$ cat config.mk
export PLATFORM = sky130hd
export DESIGN_NAME = dmem_arbiter
export DESIGN_NICKNAME = d
export VERILOG_FILES = /design/src/rtl/dmem_pkg.sv /design/src/rtl/dmem_arbiter_rr_arb.sv /design/src/rtl/dmem_arbiter.sv
export SDC_FILE = /design/constraint.sdc
export NUM_CORES = 1
export LEC_CHECK = 0
export BUFFER_PORTS_ARGS = -buffer_cell sky130_fd_sc_hd__clkbuf_2
export CORE_ASPECT_RATIO = 0.6
export CORE_MARGIN = 2
export CORE_UTILIZATION = 24
export DETAILED_ROUTE_END_ITERATION = 8
export GPL_ROUTABILITY_DRIVEN = 0
export SLEW_MARGIN = 40
export SYNTH_ARGS = -nofsm -noshare
export SYNTH_HDL_FRONTEND = slang
export SYNTH_SLANG_ARGS = --single-unit
$ cat constraint.sdc
create_clock -name clk -period 1.9 [get_ports clk]
set_clock_uncertainty 0.15 [all_clocks]
set_input_delay 0.095 -clock clk [delete_from_list [all_inputs] [get_ports clk]]
set_output_delay 0.095 -clock clk [all_outputs]
set_load 0.02 [all_outputs]
$ cat src/rtl/dmem_pkg.sv
// Shared types and the request legality check for the dmem_arbiter slice.
package dmem_pkg;

  typedef enum logic [2:0] {
    F3_B  = 3'b000,
    F3_H  = 3'b001,
    F3_W  = 3'b010,
    F3_BU = 3'b100,
    F3_HU = 3'b101
  } func3_e;

  typedef enum logic [1:0] {
    IDLE   = 2'b00,
    ACCESS = 2'b01,
    RESP   = 2'b10
  } state_e;

  localparam int CHK_ADDR_W = 64;

  // Flags illegal width codes, misaligned halfword/word accesses and out-of-range addresses.
  function automatic logic chk_err(input logic [2:0]            func3,
                                   input logic [CHK_ADDR_W-1:0] addr,
                                   input logic [CHK_ADDR_W-1:0] mem_bytes);
    logic bad_f3;
    logic misal;
    logic oor;
    bad_f3 = 1'b0;
    misal  = 1'b0;
    case (func3)
      F3_B, F3_BU: misal = 1'b0;
      F3_H, F3_HU: misal = addr[0];
      F3_W:        misal = (addr[1:0] != 2'b00);
      default:     bad_f3 = 1'b1;
    endcase
    oor = (addr >= mem_bytes);
    return bad_f3 | misal | oor;
  endfunction

endpackage

$ cat src/rtl/dmem_arbiter_rr_arb.sv
// Two-way grant logic: fixed priority (port 0 wins) by default,
// round-robin when DMEM_ARB_RR_EN is defined.
module dmem_rr_arb (
  input  logic       clk,
  input  logic       reset_n,
  input  logic [1:0] req,
  input  logic       hs,
  output logic [1:0] gnt
);

`ifdef DMEM_ARB_RR_EN
  localparam logic RR_EN = 1'b1;
`else
  localparam logic RR_EN = 1'b0;
`endif

  // ptr_q = 1 means port 1 currently has the higher priority
  logic ptr_q;
  logic ptr_d;

  // Grant selection; only a real conflict consults the pointer.
  always_comb begin
    gnt = 2'b00;
    if (req == 2'b11) begin
      gnt = (RR_EN && ptr_q) ? 2'b10 : 2'b01;
    end else begin
      gnt = req;
    end
  end

  // Last-granted port drops to lowest priority after each handshake.
  always_comb begin
    ptr_d = ptr_q;
    if (hs) begin
      ptr_d = gnt[0];
    end else begin
      ptr_d = ptr_q;
    end
  end

  // Pointer register.
  always_ff @(posedge clk or negedge reset_n) begin
    if (!reset_n) begin
      ptr_q <= 1'b0;
    end else begin
      ptr_q <= ptr_d;
    end
  end

endmodule

$ cat src/rtl/dmem_arbiter.sv
// Two-requester arbiter/sequencer in front of the single-port data memory.
// Define DMEM_ARB_RR_EN for round-robin arbitration (fixed priority otherwise).
module dmem_arbiter
  import dmem_pkg::*;
#(
  parameter int ADDR_W    = 32,
  parameter int DATA_W    = 32,
  parameter int MEM_BYTES = 1024
) (
  input  logic              clk,
  input  logic              reset_n,
  input  logic              rq0_valid,
  output logic              rq0_ready,
  input  logic              rq0_we,
  input  logic [ADDR_W-1:0] rq0_addr,
  input  logic [DATA_W-1:0] rq0_wdata,
  input  logic [2:0]        rq0_func3,
  output logic              rs0_valid,
  input  logic              rs0_ready,
  output logic [DATA_W-1:0] rs0_rdata,
  output logic              rs0_err,
  input  logic              rq1_valid,
  output logic              rq1_ready,
  input  logic              rq1_we,
  input  logic [ADDR_W-1:0] rq1_addr,
  input  logic [DATA_W-1:0] rq1_wdata,
  input  logic [2:0]        rq1_func3,
  output logic              rs1_valid,
  input  logic              rs1_ready,
  output logic [DATA_W-1:0] rs1_rdata,
  output logic              rs1_err,
  output logic              mem_write,
  output logic [ADDR_W-1:0] mem_addr,
  output logic [DATA_W-1:0] mem_wdata,
  output logic [2:0]        mem_func3,
  input  logic [DATA_W-1:0] mem_rdata
);

  state_e            state_q, state_d;
  logic              owner_q, owner_d;
  logic              err_q, err_d;
  logic              we_q, we_d;
  logic              mem_write_q, mem_write_d;
  logic [ADDR_W-1:0] mem_addr_q, mem_addr_d;
  logic [DATA_W-1:0] mem_wdata_q, mem_wdata_d;
  logic [2:0]        mem_func3_q, mem_func3_d;
  logic [DATA_W-1:0] rdata_q, rdata_d;
  logic [1:0]        rs_valid_q, rs_valid_d;
  logic [1:0]        rs_err_q, rs_err_d;

  logic [1:0]        req_s;
  logic [1:0]        gnt_s;
  logic              hs_s;
  logic              sel_we_s;
  logic [ADDR_W-1:0] sel_addr_s;
  logic [DATA_W-1:0] sel_wdata_s;
  logic [2:0]        sel_func3_s;
  logic              sel_err_s;
  logic              own_ready_s;

  assign req_s = (state_q == IDLE) ? {rq1_valid, rq0_valid} : 2'b00;
  assign hs_s  = |gnt_s;

  dmem_rr_arb u_arb (
    .clk     (clk),
    .reset_n (reset_n),
    .req     (req_s),
    .hs      (hs_s),
    .gnt     (gnt_s)
  );

  // Payload mux for the granted port plus its legality check.
  always_comb begin
    sel_we_s    = rq0_we;
    sel_addr_s  = rq0_addr;
    sel_wdata_s = rq0_wdata;
    sel_func3_s = rq0_func3;
    if (gnt_s[1]) begin
      sel_we_s    = rq1_we;
      sel_addr_s  = rq1_addr;
      sel_wdata_s = rq1_wdata;
      sel_func3_s = rq1_func3;
    end else begin
      sel_we_s    = rq0_we;
      sel_addr_s  = rq0_addr;
      sel_wdata_s = rq0_wdata;
      sel_func3_s = rq0_func3;
    end
    sel_err_s   = chk_err(sel_func3_s, CHK_ADDR_W'(sel_addr_s), CHK_ADDR_W'(MEM_BYTES));
    own_ready_s = owner_q ? rs1_ready : rs0_ready;
  end

  // Sequencer next-state and datapath update.
  always_comb begin
    state_d     = state_q;
    owner_d     = owner_q;
    err_d       = err_q;
    we_d        = we_q;
    mem_write_d = 1'b0;
    mem_addr_d  = mem_addr_q;
    mem_wdata_d = mem_wdata_q;
    mem_func3_d = mem_func3_q;
    rdata_d     = rdata_q;
    rs_valid_d  = rs_valid_q;
    rs_err_d    = rs_err_q;
    case (state_q)
      IDLE: begin
        if (hs_s) begin
          owner_d     = gnt_s[1];
          err_d       = sel_err_s;
          we_d        = sel_we_s;
          mem_write_d = sel_we_s & ~sel_err_s;
          mem_addr_d  = sel_addr_s;
          mem_wdata_d = sel_wdata_s;
          mem_func3_d = sel_func3_s;
          state_d     = ACCESS;
        end else begin
          state_d     = IDLE;
        end
      end
      ACCESS: begin
        // Memory read is combinational, so the data is valid in this very cycle.
        rdata_d    = (!we_q && !err_q) ? mem_rdata : '0;
        rs_valid_d = owner_q ? 2'b10 : 2'b01;
        rs_err_d   = owner_q ? {err_q, 1'b0} : {1'b0, err_q};
        state_d    = RESP;
      end
      RESP: begin
        if (own_ready_s) begin
          rs_valid_d = 2'b00;
          rs_err_d   = 2'b00;
          rdata_d    = '0;
          state_d    = IDLE;
        end else begin
          state_d    = RESP;
        end
      end
      default: begin
        rs_valid_d = 2'b00;
        rs_err_d   = 2'b00;
        state_d    = IDLE;
      end
    endcase
  end

  // State and output registers.
  always_ff @(posedge clk or negedge reset_n) begin
    if (!reset_n) begin
      state_q     <= IDLE;
      owner_q     <= 1'b0;
      err_q       <= 1'b0;
      we_q        <= 1'b0;
      mem_write_q <= 1'b0;
      mem_addr_q  <= '0;
      mem_wdata_q <= '0;
      mem_func3_q <= F3_W;
      rdata_q     <= '0;
      rs_valid_q  <= 2'b00;
      rs_err_q    <= 2'b00;
    end else begin
      state_q     <= state_d;
      owner_q     <= owner_d;
      err_q       <= err_d;
      we_q        <= we_d;
      mem_write_q <= mem_write_d;
      mem_addr_q  <= mem_addr_d;
      mem_wdata_q <= mem_wdata_d;
      mem_func3_q <= mem_func3_d;
      rdata_q     <= rdata_d;
      rs_valid_q  <= rs_valid_d;
      rs_err_q    <= rs_err_d;
    end
  end

  assign rq0_ready = gnt_s[0];
  assign rq1_ready = gnt_s[1];
  assign rs0_valid = rs_valid_q[0];
  assign rs1_valid = rs_valid_q[1];
  assign rs0_err   = rs_err_q[0];
  assign rs1_err   = rs_err_q[1];
  assign rs0_rdata = rdata_q;
  assign rs1_rdata = rdata_q;
  assign mem_write = mem_write_q;
  assign mem_addr  = mem_addr_q;
  assign mem_wdata = mem_wdata_q;
  assign mem_func3 = mem_func3_q;

endmodule

==> impl_metrics.csv <==
group,metric,value,unit
critical_path,critPathArrivalTime,1.94,ns
drt,routed_wl,19320,um
timing,grt_setup_unrepaired,"false",
timing,setup_viol,0,
global_route,antenna_found_initial,0,
synth,syn-cell-area,4969,sq um
clock_tree,cts-buffers-inserted,9,
die,rows,40,
global_route,grt_pass1_wl,29500,um
placement,dp_hpwl,13330,um
clock_tree,path_clk_slew,0.07,ns
die,die_h,115.5,um
global_route,grt.total_usage,17.50,%
clock_tree,cts_buffer_depth,2,
drt,drtIter0Drc,186,
synth,ys_types,32,
critical_path,cp-end-kind,"flip-flop",
drt,viasPerCell,4.425,
timing,relSlewSlack,54.69,%
final_layout,finalNonFillerCells,1232,
synth,synth_fp_nets,685,
final_layout,final_cell_mix,"clkbuf_2, dlygate4sd3_1, nand2_1",
timing,worst_slew_pin_slew,0.6735,ns
min_path,worstHoldPathType,"input port to flip-flop",
clock_tree,clock-root-buffer,"clkbuf_16",
timing,post-route-period-util,95.87,%
clock_tree,cts.sinks,109,
drt,route.detailed.drc,0,
flow_run,maxCapViolCount,0,
critical_path,cp_data_required_time,2.02,ns
drt,dr.pass1.iters,4,
global_route,overflow,0,
clock_tree,htree_levels,3,
critical_path,crit_fanout,2,
final_layout,num-fill-cells,1915,
global_route,grt_max_degree,65,
synth,syn-instance-count,511,
synth,avgSynthCellArea,9.723,sq um
drt,detail-route-antenna-nets,0,
drt,wire_per_inst,15.68,um
die,start_util,24.63,%
pwr,irDropWorstVdd,0.7911,mV
clock_tree,clock_latency,0.35,ns
final_layout,nNetsFinal,1128,
timing,timing.fmax,0.5490,GHz
global_route,grt_pass1_vias,5571,
drt,via_count,5451,
synth,ys_ff_latch,109,
final_layout,drive_gt1_share,37.23,%
synth,yosysWarnings,0,
status,status,"finished, final reports clean",
timing,drv_slew,0,
final_layout,diodes,0,
critical_path,crit_path_start_kind,"input port",
die,die_w,189.8,um
pwr,leakage,4.283,nW
timing,hold_viol_final,0,
die,ioPinCount,312,
placement,io_buffers,311,
die,die_area,21910,sq um
clock_tree,post_cts_buffers,0,
placement,dpl.cell_count,1046,
pwr,power_density,1449,nW/um^2
synth,seq_area_frac_synth,54.92,%
clock_tree,cts_tree,"yes",
final_layout,syn2layout_area_growth,74.01,%
timing,fin_setup_tns,0,ns
critical_path,critical_path_class,"input port to flip-flop",
die,core_area,20170,sq um
final_layout,layout_commonest_cell,"clkbuf_2",
timing,min_period,1.822,ns
==> power by group <==
group          internal (mW)  leakage [nW]  switching (mW)  total (mW)
sequential              3.45          1.33           0.738        4.19
clock                   1.16         0.150           0.878        2.04
combinational           2.26          2.81            4.04        6.30
==> flip-flops by register name (all words and copies together), names as in the netlist <==
name and cells:
mem_write 1, err_q 1, rs0_rdata 32, owner_q 1
we_q 1, mem_wdata 32, mem_func3 3, state_q 2
rs_err_q 2, rs_valid_q 2, mem_addr 32
==> synthesized netlist by cell type (all sizes together) <==
library cell	number	share of area, %
clkbuf	10	0.76
o21ai	39	3.9
o22ai	32	4.0
a21oi	7	0.78
a211oi	1	0.25
a31oi	35	4.4
o31ai	1	0.15
o211ai	2	0.30
nor2b	1	0.13
dfrtp	108	54
nand2	109	8.2
nand2b	1	0.13
nand3	1	0.35
nor2	44	3.5
dfstp	1	0.53
inv	4	0.30
a22o	32	5.6
a21o	1	0.15
mux2	2	0.45
mux2i	1	0.20
nor4	13	1.9
nor3	3	0.30
nand4	3	0.38
buf	58	8.5
and3	2	0.25
==> timing repair <==
action,in CTS,in global routing
endpoints found under the hold margin,210,0
resized for setup,0,1
setup endpoints to repair,0,1
hold buffers,170,0
==> final timing paths <==
path                                           startpoint                         to  slack (ns)  depth (start not counted)
worst min-delay path                            rq0_valid          err_q$_DFFE_PN0P_        0.04                          4
min in group asynchronous                         reset_n  rs0_rdata[11]$_DFFE_PN0P_        0.11                          2
max in group asynchronous                         reset_n   mem_wdata[6]$_DFFE_PN0P_        0.90                          3
worst max-delay path                         rq0_addr[28]        mem_write$_DFF_PN0_        0.08                          6
worst min register to register  mem_wdata[10]$_DFFE_PN0P_  mem_wdata[10]$_DFFE_PN0P_        0.33                          2
worst max register to register       state_q[1]$_DFF_PN0_  mem_wdata[19]$_DFFE_PN0P_        0.15                          5
==> metal layers <==
| layer | GRT usage (%) | wire, um |
|---|---|---|
| met4 | 5.478 | 366 |
| met5 | 0 | 0 |
| met2 | 29.50 | 9119 |
| met1 | 21.42 | 8363 |
| met3 | 5.875 | 1468 |
==> layout make-up <==
class / count / area [sq um] / share of cell area, %
Timing Repair Buffer: 500 / 3466 / 40.09
Sequential cell: 109 / 2729 / 31.56
Multi-Input combinational cell: 330 / 1774 / 20.52
Tap cell: 273 / 341.6 / 3.951
Clock buffer: 11 / 232.7 / 2.692
Clock inverter: 5 / 85.08 / 0.9841
Inverter: 4 / 17.52 / 0.2026
==> stage by stage <==
stage	cell area, sq um	hold slack [ns]	total power, mW	worst slack, ns	util, %
floorplan	4969	-0.3506	8.388	0.3950	-
finish	8646	0.04286	12.53	0.07840	42.87
global route	8646	0.04036	13.42	0.01033	42.87
detailed placement	6624	-0.06922	10.32	0.1663	32.84
CTS	8643	0.01334	12.70	0.03499	42.85
global placement	6624	-0.07181	10.26	0.2028	32.84
==> critical path: stages <==
cell and delay (ns):
dlygate4sd3_1 0.54, clkbuf_2 0.13, nor4_1 0.44, o211ai_1 0.26, mux2_2 0.34, a211oi_2 0.13
==> logic make-up (layout without fill, tap and decap cells) <==
| logic type | after synthesis | in the layout | share of synthesized area [%] |
|---|---|---|---|
| AND/OR/NAND/NOR | 177 | 177 | 15.19 |
| multiplexers | 3 | 3 | 0.6547 |
| buffers and inverters | 72 | 520 | 9.594 |
| AO/OA/AOI/OAI | 150 | 150 | 19.64 |
| flip-flops | 109 | 109 | 54.92 |
(Power assumes the default switching activity.)
